### config.mk
export PLATFORM = sky130hd
export DESIGN_NAME = cpu_controller
export DESIGN_NICKNAME = d
export VERILOG_FILES = /design/src/rtl/cpu_controller.sv
export SDC_FILE = /design/constraint.sdc
export NUM_CORES = 1
export LEC_CHECK = 0
export ABC_AREA = 1
export CAP_MARGIN = 20
export CORE_MARGIN = 8
export CORE_UTILIZATION = 30
export CTS_CLUSTER_DIAMETER = 50
export CTS_CLUSTER_SIZE = 16
export DETAILED_ROUTE_END_ITERATION = 12
export SLEW_MARGIN = 15
export SYNTH_ARGS = -nofsm -noshare
export SYNTH_HDL_FRONTEND = slang
export SYNTH_SLANG_ARGS = --single-unit
### constraint.sdc
create_clock -name i_clk -period 1.1 [get_ports i_clk]
set_clock_uncertainty 0.05 [all_clocks]
set_input_delay 0.165 -clock i_clk [delete_from_list [all_inputs] [get_ports i_clk]]
set_output_delay 0.165 -clock i_clk [all_outputs]
set_load 0.02 [all_outputs]
### src/rtl/cpu_controller.sv
// Multi-cycle control FSM for the simple RISC datapath: sequences register reads, A/B/C/status loads and write-back.
// Optional build macro CPU_CTRL_ILLEGAL_HALT_EN: an illegal instruction parks the FSM in HALT until reset.
//
// state    | meaning
// ---------+--------------------------------------------------------------
// WAIT     | idle, waiting=1, accepts start and latches opcode/op
// DECODE   | classify latched opcode/op, pick the instruction path
// GET_A    | read Rn into datapath A
// GET_B    | read Rm into datapath B
// ALU      | run the ALU, load C (or status for CMP)
// WR_REG   | write C back to Rd
// WR_IMM   | write sximm8 back to Rn
// HALT     | (macro only) illegal instruction seen, exited only by reset
module cpu_controller (
    input  logic       i_clk,
    input  logic       i_rst_n,
    input  logic       i_start,
    input  logic [2:0] i_opcode,
    input  logic [1:0] i_op,
    output logic       o_waiting,
    output logic [1:0] o_reg_sel,
    output logic       o_load_a,
    output logic       o_load_b,
    output logic       o_load_c,
    output logic       o_load_s,
    output logic       o_asel,
    output logic       o_bsel,
    output logic [1:0] o_wb_sel,
    output logic       o_w_en,
    output logic [1:0] o_alu_op,
    output logic       o_illegal
);

    typedef enum logic [2:0] {
        S_WAIT,
        S_DECODE,
        S_GET_A,
        S_GET_B,
        S_ALU,
        S_WR_REG,
        S_WR_IMM
`ifdef CPU_CTRL_ILLEGAL_HALT_EN
        , S_HALT
`endif
    } state_t;

    localparam logic [2:0] OPC_MOV = 3'b110;
    localparam logic [2:0] OPC_ALU = 3'b101;

    localparam logic [1:0] SEL_RM = 2'b00;
    localparam logic [1:0] SEL_RD = 2'b01;
    localparam logic [1:0] SEL_RN = 2'b10;

    state_t     r_state;
    state_t     w_next;
    logic [2:0] r_opcode;
    logic [1:0] r_op;
    logic       r_ill_pulse;

    logic w_mov_imm;
    logic w_mov_reg;
    logic w_alu;
    logic w_cmp;
    logic w_mvn;
    logic w_legal;
    logic w_need_a;

    assign w_mov_imm = (r_opcode == OPC_MOV) && (r_op == 2'b10);
    assign w_mov_reg = (r_opcode == OPC_MOV) && (r_op == 2'b00);
    assign w_alu     = (r_opcode == OPC_ALU);
    assign w_cmp     = w_alu && (r_op == 2'b01);
    assign w_mvn     = w_alu && (r_op == 2'b11);
    assign w_legal   = w_mov_imm || w_mov_reg || w_alu;
    assign w_need_a  = w_alu && !w_mvn;

    // Fields are captured only on the accepting edge so later decoder changes cannot disturb a running instruction.
    always_ff @(posedge i_clk) begin
        if (!i_rst_n) begin
            r_state     <= S_WAIT;
            r_opcode    <= 3'b000;
            r_op        <= 2'b00;
            r_ill_pulse <= 1'b0;
        end else begin
            r_state     <= w_next;
            r_ill_pulse <= (r_state == S_DECODE) && !w_legal;
            if ((r_state == S_WAIT) && i_start) begin
                r_opcode <= i_opcode;
                r_op     <= i_op;
            end
        end
    end

    always_comb begin
        w_next    = r_state;
        o_waiting = 1'b0;
        o_reg_sel = SEL_RM;
        o_load_a  = 1'b0;
        o_load_b  = 1'b0;
        o_load_c  = 1'b0;
        o_load_s  = 1'b0;
        o_asel    = 1'b0;
        o_bsel    = 1'b0;
        o_wb_sel  = 2'b00;
        o_w_en    = 1'b0;
        o_alu_op  = 2'b00;
        o_illegal = 1'b0;

        case (r_state)
            S_WAIT: begin
                o_waiting = 1'b1;
                o_illegal = r_ill_pulse;
                if (i_start) begin
                    w_next = S_DECODE;
                end
            end
            S_DECODE: begin
                if (w_mov_imm) begin
                    w_next = S_WR_IMM;
                end else if (w_need_a) begin
                    w_next = S_GET_A;
                end else if (w_legal) begin
                    w_next = S_GET_B;
                end else begin
`ifdef CPU_CTRL_ILLEGAL_HALT_EN
                    w_next = S_HALT;
`else
                    w_next = S_WAIT;
`endif
                end
            end
            S_GET_A: begin
                o_reg_sel = SEL_RN;
                o_load_a  = 1'b1;
                w_next    = S_GET_B;
            end
            S_GET_B: begin
                o_reg_sel = SEL_RM;
                o_load_b  = 1'b1;
                w_next    = S_ALU;
            end
            S_ALU: begin
                // MOV reg is a pass-through: zero + B with an ADD.
                o_alu_op = w_mov_reg ? 2'b00 : r_op;
                o_asel   = w_mov_reg || w_mvn;
                o_load_s = w_cmp;
                o_load_c = !w_cmp;
                w_next   = w_cmp ? S_WAIT : S_WR_REG;
            end
            S_WR_REG: begin
                o_reg_sel = SEL_RD;
                o_wb_sel  = 2'b00;
                o_w_en    = 1'b1;
                w_next    = S_WAIT;
            end
            S_WR_IMM: begin
                o_reg_sel = SEL_RN;
                o_wb_sel  = 2'b10;
                o_w_en    = 1'b1;
                w_next    = S_WAIT;
            end
`ifdef CPU_CTRL_ILLEGAL_HALT_EN
            S_HALT: begin
                o_illegal = 1'b1;
                w_next    = S_HALT;
            end
`endif
            default: begin
                w_next = S_WAIT;
            end
        endcase
    end

endmodule

==> metrics <==
global route overflow 0; CTS tree yes; final hold vios 0; crit path launch r_state[0]; maximum vdd drop about 0.55 mV; root buf cell clkbuf_4; nets ~140; design area 0.00113 mm²; post-synthesis cell count 86; Worst-Skew Late Latency ~260 ps; Finish-stage setup viols 20; Crit Reg-Reg Startpoint r_state[0]; syn avg cell area between 6 and 7 µm²; # port buffers 20; Mapped Area 538 µm²; worst hold margin 420 ps; violated checks setup timing; Die Height roughly 58 µm; fill count 160; Final min period about 1400 ps; vias in the first global route approximately 670; vias per cell 4.34; cell taking the most area after synthesis dfxtp_1; CP Data Required Time slightly below 900 ps; CP max-delay cell dfxtp_4; critical path, cell by cell inv_4, nand2_4, nor2_4, inv_4, a21oi_2, buf_4; Synth top area share 0.335; top-count cell post-synth nand2_1; Syn-to-layout area delta 110%; CTS Hold Bufs 0; dpl cells 148; Core Box Area roughly 0.0017 mm²; Power Density ~750 mW/mm²; Die Wd between 50 and 60 µm; synth unique cells 15; vias between 600 and 700; CP endpoint kind output port; yosys warns 0; number of CTS-inserted buffers 3; Synth top cells by count nand2_1 (22), inv_1 (11), nor2_1 (11), a21oi_1 (10); hpwl dp ~1300 µm; setup ws final -314 ps; All-Layer GR Usage 0.105; Antenna Diode Count 0; first-pass GRT wire length about 2800 µm; total wire length between 1500 and 2000 µm; DR pass1 iterations 4; Placed Area 960 µm²; Total Die Area between 0.003 and 0.004 mm²; Final Max Slew Viols 0; FF+latch count, synth 9; sequential fraction of the synthesis area 0.335; Worst Setup Path Type register to output port; synth top area cells dfxtp_1 (33%), nand2_1 (15%), a21oi_1 (9.3%); fmax roughly 0.71 GHz; clk slew on worst S/H paths 70 ps; maximum root-to-sink buffer count 2; Max stage delay on crit path 350 ps; Pwr Total roughly 0.00085 W; min-delay src i_op[1]; CP startpoint kind register; Final ANT Viol Nets 0; DRT iter0 DRCs 5; Placer Congestion roughly 0.75; Worst path most repeated cell inv_4; number of synthesized flops with an enable pin 0; initial antenna violation count 0; Sink Count 9; max_cap viols 0; Hold Crit Class input pin to register; Initial Util 0.315; non-filler instance count after layout roughly 160; DRC Markers 0; Wirelength per Cell 10.9 µm; Lkg Pwr 0.517 nW; status finished, violations left; largest net degree at the start of global routing 8; final cycle utilization of the critical path 1.29; I/O pins 23; share of synthesized registers carrying an async set or reset 0; Worst EP arrival 1200 ps; Top FF cell, synth dfxtp_1; CTS H-tree depth 1; final core utilization 0.662; share of layout cells above drive strength 1 0.615; row cnt 15; RSZ-0062 raised after global routing yes; critical path peak fanout 4
per-stage QoR:
| stage | worst slack, ps | TNS, ps |
|---|---|---|
| 3_3_place_gp | -516 | -6580 |
| 4_1_cts | -337 | -4160 |
| 5_1_grt | -405 | -5300 |
| 3_5_place_dp | -537 | -6720 |
| 6_report | -314 | -4020 |
| 2_1_floorplan | -139 | -452 |
worst max-delay path, delay by kind of cell (launching register included):
family	cells	cell delay [ps]
flip-flops	1	350
buffers and inverters	3	290
AND/OR/NAND/NOR	2	190
AO/OA/AOI/OAI	1	100
kinds of logic (layout without fill, tap and decap cells):
family                 after synthesis  in the layout  share of synthesized area
DFF                                  9              9                      0.335
other                                1              2                    0.00697
AOI/OAI and AO/OA                   10             10                     0.0930
buffers and inverters               16             59                      0.126
and+or+nand+nor                     50             50                      0.440
layout by cell type (no fill, tap or decap), types with 2 or more instances in the layout:
master           count
nor2_2               2
a21oi_2              2
inv_2                3
nand3_1              6
nand2_2              5
nand2_4              5
buf_4               24
nor2_4               8
a21oi_1              7
clkbuf_4             3
nor3_4               2
dfxtp_4              4
nor2_1               3
inv_1                8
buf_6                9
nand2_1             14
inv_4                3
dfxtp_2              4
clkdlybuf4s50_1      7
conb_1               2
nand3_2              3
flip-flops by register name, summed over array words and instances, names as in the netlist:
name         cells
r_ill_pulse      1
r_op             2
r_opcode         3
r_state          3
per-layer routing:
metal | global-route usage | part of all wire
met5 | 0 | 0
met4 | 0.0524 | 0.0047
met3 | 0.0435 | 0.068
met2 | 0.178 | 0.52
met1 | 0.109 | 0.40
what timing repair did:
| item | in CTS | in global routing |
|---|---|---|
| setup endpoints to repair | 21 | 21 |
| pin swaps | 4 | 6 |
| gates resized for setup | 89 | 25 |
| gates cloned | 0 | 0 |
| setup buffers | 1 | 2 |
power breakdown:
part,total (W),switching [W],internal [W]
clock,0.000264,0.000124,0.000140
sequential,0.000362,0.0000194,0.000342
combinational,0.000223,0.000118,0.000105
total,0.000848,0.000261,0.000587
path summary, 6_finish.rpt:
kind / to / slack (ps) / cells after the start
hold reg to reg: r_opcode[2] / 430 / 2
setup / recovery: o_asel / -310 / 6
hold / removal: r_op[1] / 420 / 3
setup reg to reg: r_opcode[0] / -120 / 8
layout make-up:
class	instances	area, µm²	area share
Sequential cell	9	200	0.177
Inverter	14	60.1	0.0532
Timing Repair Buffer	41	372	0.329
Clock buffer	4	26.3	0.0233
Multi-Input combinational cell	62	440	0.390
Tap cell	25	31.3	0.0277
No activity file was read; power rests on OpenSTA's default activity.
